File: src/rtl/fifo_rd_drain_packer.sv
// Read-side FIFO drain: pops words, packs PACK of them per beat and emits them through a 2-entry output buffer.
// Defining DRAIN_STATS_EN adds word_cnt / stall_cnt statistics outputs.
`timescale 1ns/1ps
module fifo_rd_drain_packer #(
  parameter int DATA_WIDTH = 8,
  parameter int PACK       = 4,
  parameter int ERR_CNT_W  = 8
) (
  input  logic                       r_clk,
  input  logic                       rrst,
  input  logic                       fifo_empty,
  output logic                       fifo_r_en,
  input  logic [DATA_WIDTH-1:0]      fifo_data_out,
  input  logic                       fifo_read_error,
  input  logic                       flush,
  output logic                       m_valid,
  input  logic                       m_ready,
  output logic [DATA_WIDTH*PACK-1:0] m_data,
  output logic [PACK-1:0]            m_keep,
  output logic [ERR_CNT_W-1:0]       rd_err_cnt
`ifdef DRAIN_STATS_EN
  ,
  output logic [31:0]                word_cnt,
  output logic [31:0]                stall_cnt
`endif
);

  localparam int LW = $clog2(PACK + 1);
  localparam int BW = DATA_WIDTH * PACK;

  logic [LW-1:0]         lane_cnt_q, lane_cnt_d;
  logic                  inflight_q, inflight_d;
  logic                  flush_pend_q, flush_pend_d;
  logic [DATA_WIDTH-1:0] lane_q [PACK];
  logic [DATA_WIDTH-1:0] lane_d [PACK];
  logic [1:0]            out_cnt_q, out_cnt_d;
  logic                  rd_ptr_q, rd_ptr_d, wr_ptr_q, wr_ptr_d;
  logic [BW-1:0]         buf_data_q [2];
  logic [BW-1:0]         buf_data_d [2];
  logic [PACK-1:0]       buf_keep_q [2];
  logic [PACK-1:0]       buf_keep_d [2];
  logic [ERR_CNT_W-1:0]  err_cnt_q, err_cnt_d;

  logic          hs, cap_last, flush_exec, push;
  logic [2:0]    eff_cnt, occ;
  logic [BW-1:0] push_data;
  logic [PACK-1:0] push_keep;

  assign m_valid    = (out_cnt_q != 2'd0);
  assign m_data     = buf_data_q[rd_ptr_q];
  assign m_keep     = buf_keep_q[rd_ptr_q];
  assign rd_err_cnt = err_cnt_q;

  // Occupancy after this cycle's handshake, plus the word that is still on its way.
  assign hs        = m_valid && m_ready;
  assign eff_cnt   = {1'b0, out_cnt_q} - {2'b00, hs};
  assign occ       = eff_cnt + {2'b00, inflight_q};
  assign fifo_r_en = !rrst && !fifo_empty && !flush_pend_q && (occ < 3'd2);

  assign cap_last   = inflight_q && (lane_cnt_q == LW'(PACK - 1));
  assign flush_exec = flush_pend_q && !inflight_q && (eff_cnt < 3'd2);
  assign push       = cap_last || (flush_exec && (lane_cnt_q != '0));

  // Unused lanes are kept at zero, so a partial beat needs no extra masking.
  generate
    for (genvar gi = 0; gi < PACK; gi++) begin : g_lane
      assign push_data[gi*DATA_WIDTH +: DATA_WIDTH] =
        (inflight_q && (lane_cnt_q == LW'(gi))) ? fifo_data_out : lane_q[gi];
      assign push_keep[gi] = cap_last || (lane_cnt_q > LW'(gi));
    end
  endgenerate

  always_comb begin
    inflight_d = fifo_r_en;
    lane_cnt_d = lane_cnt_q;
    for (int i = 0; i < PACK; i++) begin
      lane_d[i] = lane_q[i];
      if (inflight_q && (lane_cnt_q == LW'(i))) lane_d[i] = fifo_data_out;
      if (cap_last || flush_exec) lane_d[i] = '0;
    end
    if (cap_last || flush_exec) lane_cnt_d = '0;
    else if (inflight_q)        lane_cnt_d = lane_cnt_q + LW'(1);

    if (PACK == 1)       flush_pend_d = 1'b0;
    else if (flush_exec) flush_pend_d = 1'b0;
    else                 flush_pend_d = flush_pend_q || flush;
  end

  always_comb begin
    out_cnt_d = out_cnt_q + {1'b0, push} - {1'b0, hs};
    rd_ptr_d  = rd_ptr_q ^ hs;
    wr_ptr_d  = wr_ptr_q ^ push;
    for (int i = 0; i < 2; i++) begin
      buf_data_d[i] = buf_data_q[i];
      buf_keep_d[i] = buf_keep_q[i];
    end
    if (push) begin
      buf_data_d[wr_ptr_q] = push_data;
      buf_keep_d[wr_ptr_q] = push_keep;
    end
    err_cnt_d = err_cnt_q;
    if (fifo_read_error && (err_cnt_q != '1)) err_cnt_d = err_cnt_q + ERR_CNT_W'(1);
  end

  always_ff @(posedge r_clk or posedge rrst) begin
    if (rrst) begin
      lane_cnt_q   <= '0;
      inflight_q   <= 1'b0;
      flush_pend_q <= 1'b0;
      out_cnt_q    <= 2'd0;
      rd_ptr_q     <= 1'b0;
      wr_ptr_q     <= 1'b0;
      err_cnt_q    <= '0;
      for (int i = 0; i < PACK; i++) lane_q[i] <= '0;
      for (int i = 0; i < 2; i++) begin
        buf_data_q[i] <= '0;
        buf_keep_q[i] <= '0;
      end
    end else begin
      lane_cnt_q   <= lane_cnt_d;
      inflight_q   <= inflight_d;
      flush_pend_q <= flush_pend_d;
      out_cnt_q    <= out_cnt_d;
      rd_ptr_q     <= rd_ptr_d;
      wr_ptr_q     <= wr_ptr_d;
      err_cnt_q    <= err_cnt_d;
      for (int i = 0; i < PACK; i++) lane_q[i] <= lane_d[i];
      for (int i = 0; i < 2; i++) begin
        buf_data_q[i] <= buf_data_d[i];
        buf_keep_q[i] <= buf_keep_d[i];
      end
    end
  end

`ifdef DRAIN_STATS_EN
  logic [31:0] word_cnt_q, word_cnt_d, stall_cnt_q, stall_cnt_d, keep_ones;

  assign word_cnt  = word_cnt_q;
  assign stall_cnt = stall_cnt_q;

  always_comb begin
    keep_ones = '0;
    for (int i = 0; i < PACK; i++) keep_ones = keep_ones + {31'd0, m_keep[i]};
    word_cnt_d  = hs ? (word_cnt_q + keep_ones) : word_cnt_q;
    stall_cnt_d = stall_cnt_q;
    if (m_valid && !m_ready && (stall_cnt_q != '1)) stall_cnt_d = stall_cnt_q + 32'd1;
  end

  always_ff @(posedge r_clk or posedge rrst) begin
    if (rrst) begin
      word_cnt_q  <= '0;
      stall_cnt_q <= '0;
    end else begin
      word_cnt_q  <= word_cnt_d;
      stall_cnt_q <= stall_cnt_d;
    end
  end
`endif

endmodule
File: config.mk
export PLATFORM = sky130hd
export DESIGN_NAME = fifo_rd_drain_packer
export DESIGN_NICKNAME = d
export VERILOG_FILES = /design/src/rtl/fifo_rd_drain_packer.sv
export SDC_FILE = /design/constraint.sdc
export NUM_CORES = 1
export LEC_CHECK = 0
export ABC_AREA = 1
export ABC_CLOCK_PERIOD_IN_PS = 5100
export BUFFER_PORTS_ARGS = -buffer_cell sky130_fd_sc_hd__buf_2
export CAP_MARGIN = 20
export CORE_ASPECT_RATIO = 0.75
export CORE_MARGIN = 1.5
export CORE_UTILIZATION = 59
export DETAILED_ROUTE_END_ITERATION = 7
export GPL_TIMING_DRIVEN = 0
export PLACE_DENSITY = 0.8
export SKIP_LAST_GASP = 1
export SYNTH_ARGS = -nofsm -noshare
export SYNTH_HDL_FRONTEND = slang
export SYNTH_SLANG_ARGS = --single-unit
File: constraint.sdc
create_clock -name r_clk -period 5.1 [get_ports r_clk]
set_input_delay 1.02 -clock r_clk [delete_from_list [all_inputs] [get_ports r_clk]]
set_output_delay 1.02 -clock r_clk [all_outputs]
set_load 0.1 [all_outputs]
-- Word-level counts from Yosys, hierarchy flattened
Index checks and enable logic that the tools add are counted.
- add/sub/neg operators: 6
- multipliers: 0
- div/mod/pow operators: 0
- order comparisons: 9
- eq/ne operators: 4
- shift operators: 0
- muxes and demuxes: 23
- bitwise operators: 4
- reductions and logical operators: 28
- operators with widths (cell ; number):
    $mux W32 ; 4
    $bwmux W64 ; 1
    $mux W8 ; 8
    $demux W32 S1 ; 1
    $mux W4 ; 4
    $logic_and A1 B1 Y1 ; 13
    $add A8 B1 Y8 const B ; 1
    $bwmux W8 ; 1
    $ne A8 B8 Y1 const B ; 1
    $logic_or A1 B1 Y1 ; 7
    $eq A3 B2 Y1 const B ; 2
    $gt A3 B1 Y1 const B ; 2
    $gt A3 B2 Y1 const B ; 2
    $lt A3 B2 Y1 const B ; 2
    $mux W3 ; 2
    $demux W4 S1 ; 1
    $ge A2 B2 Y1 const B ; 2
    $logic_not A1 Y1 ; 4
    $not A1 Y2 ; 2
    $reduce_bool A2 Y1 ; 2
    $add A3 B1 Y3 ; 1
    $add A3 B1 Y3 const B ; 1
    $eq A3 B1 Y1 const B ; 1
    $logic_not A3 Y1 ; 1
    7 further kinds ; 8
- register bits after elaboration: 121
- bits in latches: 0
- bits in writable memories: 0
- bits in read-only memories: 0
- input bits: 14
- logic and storage cells: 89
- memories: 0

-- Depth between registers and ports, before layout
- word-level depth: 9
- depth in mapped cells: 15
- depth with buffers taken out: 14

-- Least setup slack after synthesis
No wires, ideal clock.
- kind: reg-to-output
- start: reg out_cnt_q[1]
- end: out fifo_r_en
- arrival: 4454 ps
- required time: 4080 ps
- path slack: -374 ps
- cell stages (with the launch flop): 11
- cells stage by stage: dfrtp_1 -> inv_1 -> nand2_1 -> nand2_1 -> inv_1 -> ha_1 -> ha_1 -> inv_1 -> ha_1 -> xor2_1 -> nor3b_1
- longest elaborated chain between the ends: 6
- RTL lines (item ; RTL line ; RTL):
    start, declared ; 36 ; logic [1:0] out_cnt_q, out_cnt_d;
    start signal, assigned ; 123 ; out_cnt_q <= out_cnt_d;
    $reduce_bool A2 Y1 ; 49 ; assign m_valid = (out_cnt_q != 2'd0);
    via m_valid ; 16 ; output logic m_valid,
    $logic_and A1 B1 Y1 ; 55 ; assign hs = m_valid && m_ready;
    $sub A2 B1 Y3 ; 56 ; assign eff_cnt = {1'b0, out_cnt_q} - {2'b00, hs};
    $add A3 B1 Y3 ; 57 ; assign occ = eff_cnt + {2'b00, inflight_q};
    $lt A3 B2 Y1 ; 58 ; assign fifo_r_en = !rrst && !fifo_empty && !flush_pend_q && (occ < 3'd2);
    $logic_and A1 B1 Y1 ; 58 ;
    end, declared ; 12 ; output logic fifo_r_en,
The timed path passes the listed nets, and every way through them passes these cells.

-- Worst setup path in the final report
- start: in m_ready
- end: out fifo_r_en
- longest elaborated chain between the ends: 5
- RTL lines (item ; RTL line ; RTL):
    start, declared ; 17 ; input logic m_ready,
    $logic_and A1 B1 Y1 ; 55 ;
    $sub A2 B1 Y3 ; 56 ;
    $add A3 B1 Y3 ; 57 ;
    $lt A3 B2 Y1 ; 58 ;
    $logic_and A1 B1 Y1 ; 58 ;
Every way passes these cells.

==> impl.org <==
** Clock network
- Setup bufs post-CTS :: 0
- Clock tree synthesis selected as its root buffer the cell sky130_fd_sc_hd__clkbuf_16.
- TritonCTS built the clock tree.
- The number of hold buffers added after CTS was 0.
- H-tree depth reported by CTS :: 4
- The number of clock buffers added by TritonCTS is 17.
- The clock passes through at most 2 buffers.
- Register clock-pin slew on the reported worst setup and hold paths :: approximately 50 ps
- The number of gates resized after CTS was 0.
- Skew-Pair Late Insertion Delay :: 420 ps
- The tree built by TritonCTS fans out to 121 sinks.

** Logic synthesis
- Xor/xnor share of the synthesized area :: 0.777%
- Each instance of the synthesized netlist takes up on average 8.18 µm².
- Mux share of post-synthesis cell area :: 0%
- Simple logic cell fraction of the synthesized area :: 26.4%
- After synthesis, the largest family of logic cells by area is simple AND/OR/NAND/NOR gates.
- Synthesis inferred between 100 and 150 register bits.
- Unique masters post-synth :: 32
- Yosys printed 0 warnings.
- Post-synthesis compound-gate area fraction :: 8.54%
- Dominant register cell in the synthesized netlist :: sky130_fd_sc_hd__dfrtp_1
- Count of mapped cells out of synthesis :: 689
- Yosys mapped a number of flops with a built-in enable equal to 0.
- For this run, asynchronously set or reset flops after synthesis account for 100%.
- Synthesized-area fraction occupied by adder cells :: a little under 3%
- Summing the sequential cell areas from Yosys gives 53.7% of the chip area.
- After synthesis the cells add up to around 5600 µm².
- Synthesized net count :: 716

** Final layout
- In the final layout, flip-flops and latches occupy 3030 µm².
- Area growth syn-to-layout :: 18.5%
- The net count of the finished layout is between 700 and 800.
- Leading cell type in the layout, fill and taps excluded :: sky130_fd_sc_hd__nand2_1
- Count of inserted antenna diode cells :: 0
- Counting the fill cells in the layout gives 754.
- Summing all multi-input logic gate instances after layout gives 2180 µm².
- Leading cell types in the layout, fill and taps excluded :: sky130_fd_sc_hd__nand2_1 (258), sky130_fd_sc_hd__dfrtp_1 (121), sky130_fd_sc_hd__inv_1 (72)
- Share of post-route cells with drive strength above 1 :: 16.1%

** Detailed routing
- In this run the remaining antenna-violating nets after routing total 0.
- Dividing the detail-routed wire length by the instance count gives roughly 15 µm.
- After detailed routing, the number of vias per cell comes to approximately 5.3.
- Wires add up to 13.8 mm.
- Residual DRC :: 0
- The routed layout has 4838 vias.
- After the first detailed-routing iteration, the DRC count stood at 434.
- For this run, the detailed router's first-pass iteration total came to 5.

** Die
- Area enclosed by the die boundary :: 10200 µm²
- Core area :: 9160 µm²
- Initial Utilization :: 61.6%
- In this run the horizontal extent of the chip is 116 µm.
- The floorplan step set the die height to 87.7 µm.
- Number of ports placed on the die boundary :: 60
- # rows :: 30

** Setup path
- Of all nets on the critical path, the largest fanout is 2.
- STA puts the critical path data required time at 4080 ps.
- In this design, the critical path's most frequently occurring cell is sky130_fd_sc_hd__ha_1.
- Worst setup path startpoint :: m_ready
- In this design, the largest share of critical-path delay is due to adder cells.
- The startpoint identified for the worst register-to-register timing path is out_cnt_q[1].
- The worst setup path is launched from an input port.
- Peak per-stage delay on the critical path :: 450 ps
- Buffers and inverters on the worst path :: 4
- Arrival time worst endpoint :: 2870 ps
- Cell with the largest stage delay on the worst path :: sky130_fd_sc_hd__buf_2
- Worst setup path class :: in -> out
- STA classifies the critical path endpoint as a primary output.
- Cells traversed along the worst timing path :: buf_2, nand2_1, inv_1, ha_1, ha_1, inv_1, ha_1, xor2_1, nor3b_2, buf_2

** STA
- Setup violations remaining at the end of the flow were counted as 0.
- Slew at the pin closest to its max-slew limit :: 594 ps
- Setup repair after global routing missed its margin :: false
- Share of the cycle needed by the critical path after routing :: about three quarters
- Endpoints failing hold :: 0
- Count of final max-slew check failures :: 0
- Hold_ws :: 479 ps
- Across all setup checks in the final design, the least slack found is about 1200 ps.
- Maximum achievable frequency :: 0.257 GHz
- Relative slew margins :: 60.4%
- Worst-case clock skew :: between 9 and 10 ps
- Period minus WS final :: 3890 ps

** Power and ir drop
- Leakage power :: 3.55 nW
- VDD IR max :: around 530 µV
- In this run the power density over the cells is 692 nW/µm².
- Relative contribution of the clock network to total power :: 24.1%
- Combinational cells account for 46.6% of the total power.
- Switching pwr :: 0.00232 W
- Sequential power share :: 29.3%
- Design internal power :: between 0.002 and 0.0025 W
- Total power of the final layout :: 0.00462 W
- In this run switching power makes up 50.2% of total power.

** Placed design
- At the end of routability-driven placement, the weighted congestion stood at 0.836.
- The HPWL after detailed placement is 9.18 mm.
- Post-placement worst setup slack :: 1210 ps
- PortBufs :: 59

** Job
- Maximum Capacitance Violations :: 0

** Global routing
- GR Util All Layers :: 29.4%
- Grt total ovfl :: 0
- Number of antenna violations at the first check in global routing :: 0
- Entering global routing, the biggest net connects 101 pins.
- The via count of the first global-routing pass came to about 4700.
- The first global-routing pass estimated 22.2 mm of wire.

** Min path
- Worst hold path class :: reg -> reg
- The worst hold path begins at buf_keep_q[2].

** Status
- Result of the run :: finished, final reports clean
[sequential cells by signal, summed over array words and instances, names as in the netlist]
| name | cells |
|---|---|
| buf_data_q | 64 |
| out_cnt_q | 2 |
| rd_err_cnt | 8 |
| lane_q | 32 |
| wr_ptr_q | 1 |
| inflight_q | 1 |
| flush_pend_q | 1 |
| buf_keep_q | 8 |
| lane_cnt_q | 3 |
| rd_ptr_q | 1 |
[final cells by class]
| cell class | instances | area share [%] |
|---|---|---|
| repair buffers | 60 | 4.83 |
| multi-input cells | 463 | 32.7 |
| flip-flops and latches | 121 | 45.3 |
| plain buffers | 26 | 1.89 |
| well taps | 128 | 2.40 |
| clock inverters | 8 | 1.05 |
| clock buffers | 24 | 7.21 |
| inverters | 79 | 4.66 |
[kinds of logic (layout without fill, tap and decap cells)]
kind of cell / count (synthesis) / in the layout
and+or+nand+nor: 359 / 359
buffers and inverters: 105 / 197
AOI/OAI and AO/OA: 86 / 86
xor gates and xnor gates: 5 / 5
adders and majority gates: 13 / 13
DFF: 121 / 121
[path summary, 6_finish.rpt]
kind                                   to  depth (start not counted)  slack, ps
setup reg to reg           buf_data_q[47]                         14       2170
setup / recovery                fifo_r_en                         10       1210
min in group asynchronous  buf_data_q[34]                          2        550
hold reg to reg             buf_keep_q[2]                          2        480
max in group asynchronous       lane_q[8]                          3       3810
hold / removal              buf_keep_q[2]                          2        480
[cell usage after synthesis, drive strengths merged, types with 2 or more instances]
cell type / number / share of area (%)
nand2: 260 / 18
xnor2: 2 / 0.31
o21ai: 83 / 8.2
nor2: 47 / 3.3
buf: 13 / 1.4
clkbuf: 13 / 0.87
nor3: 2 / 0.18
nand3: 48 / 5.0
inv: 78 / 5.4
ha: 13 / 2.9
xor2: 3 / 0.47
dfrtp: 121 / 54
[power groups by stage]
stage / clock network (W) / logic, W / registers, W
after floorplan: 0 / 0.00156 / 0.00154
after global placement: 0 / 0.00209 / 0.00135
after detailed placement: 0 / 0.00215 / 0.00136
after CTS: 0.00112 / 0.00216 / 0.00135
after global routing: 0.00116 / 0.00229 / 0.00138
final: 0.00111 / 0.00216 / 0.00135
[through the flow]
step                      util [%]  area [µm²]  instances  setup TNS [ps]
after floorplan                  -        5640        689               0
after global placement        66.6        6100        876          -48620
after detailed placement      66.9        6130        877               0
after CTS                     73.0        6680        909               0
after global routing          73.0        6680        909               0
final                         73.0        6680        909               0
[worst min-delay path, stage by stage, from the launching register on]
cell	delay, ps
sky130_fd_sc_hd__dfrtp_1	340
sky130_fd_sc_hd__nand2_1	50
sky130_fd_sc_hd__nand2_1	60
[per-layer routing]
metal  up-vias  wire [µm]  GRT usage, %
met5         -          0             0
met3        15       1090          9.20
li1       2309          -             -
met4         0        166          10.2
met1      2332       5940          39.2
met2       182       6580          46.3
Note: power is estimated with default switching activity, not from simulation.
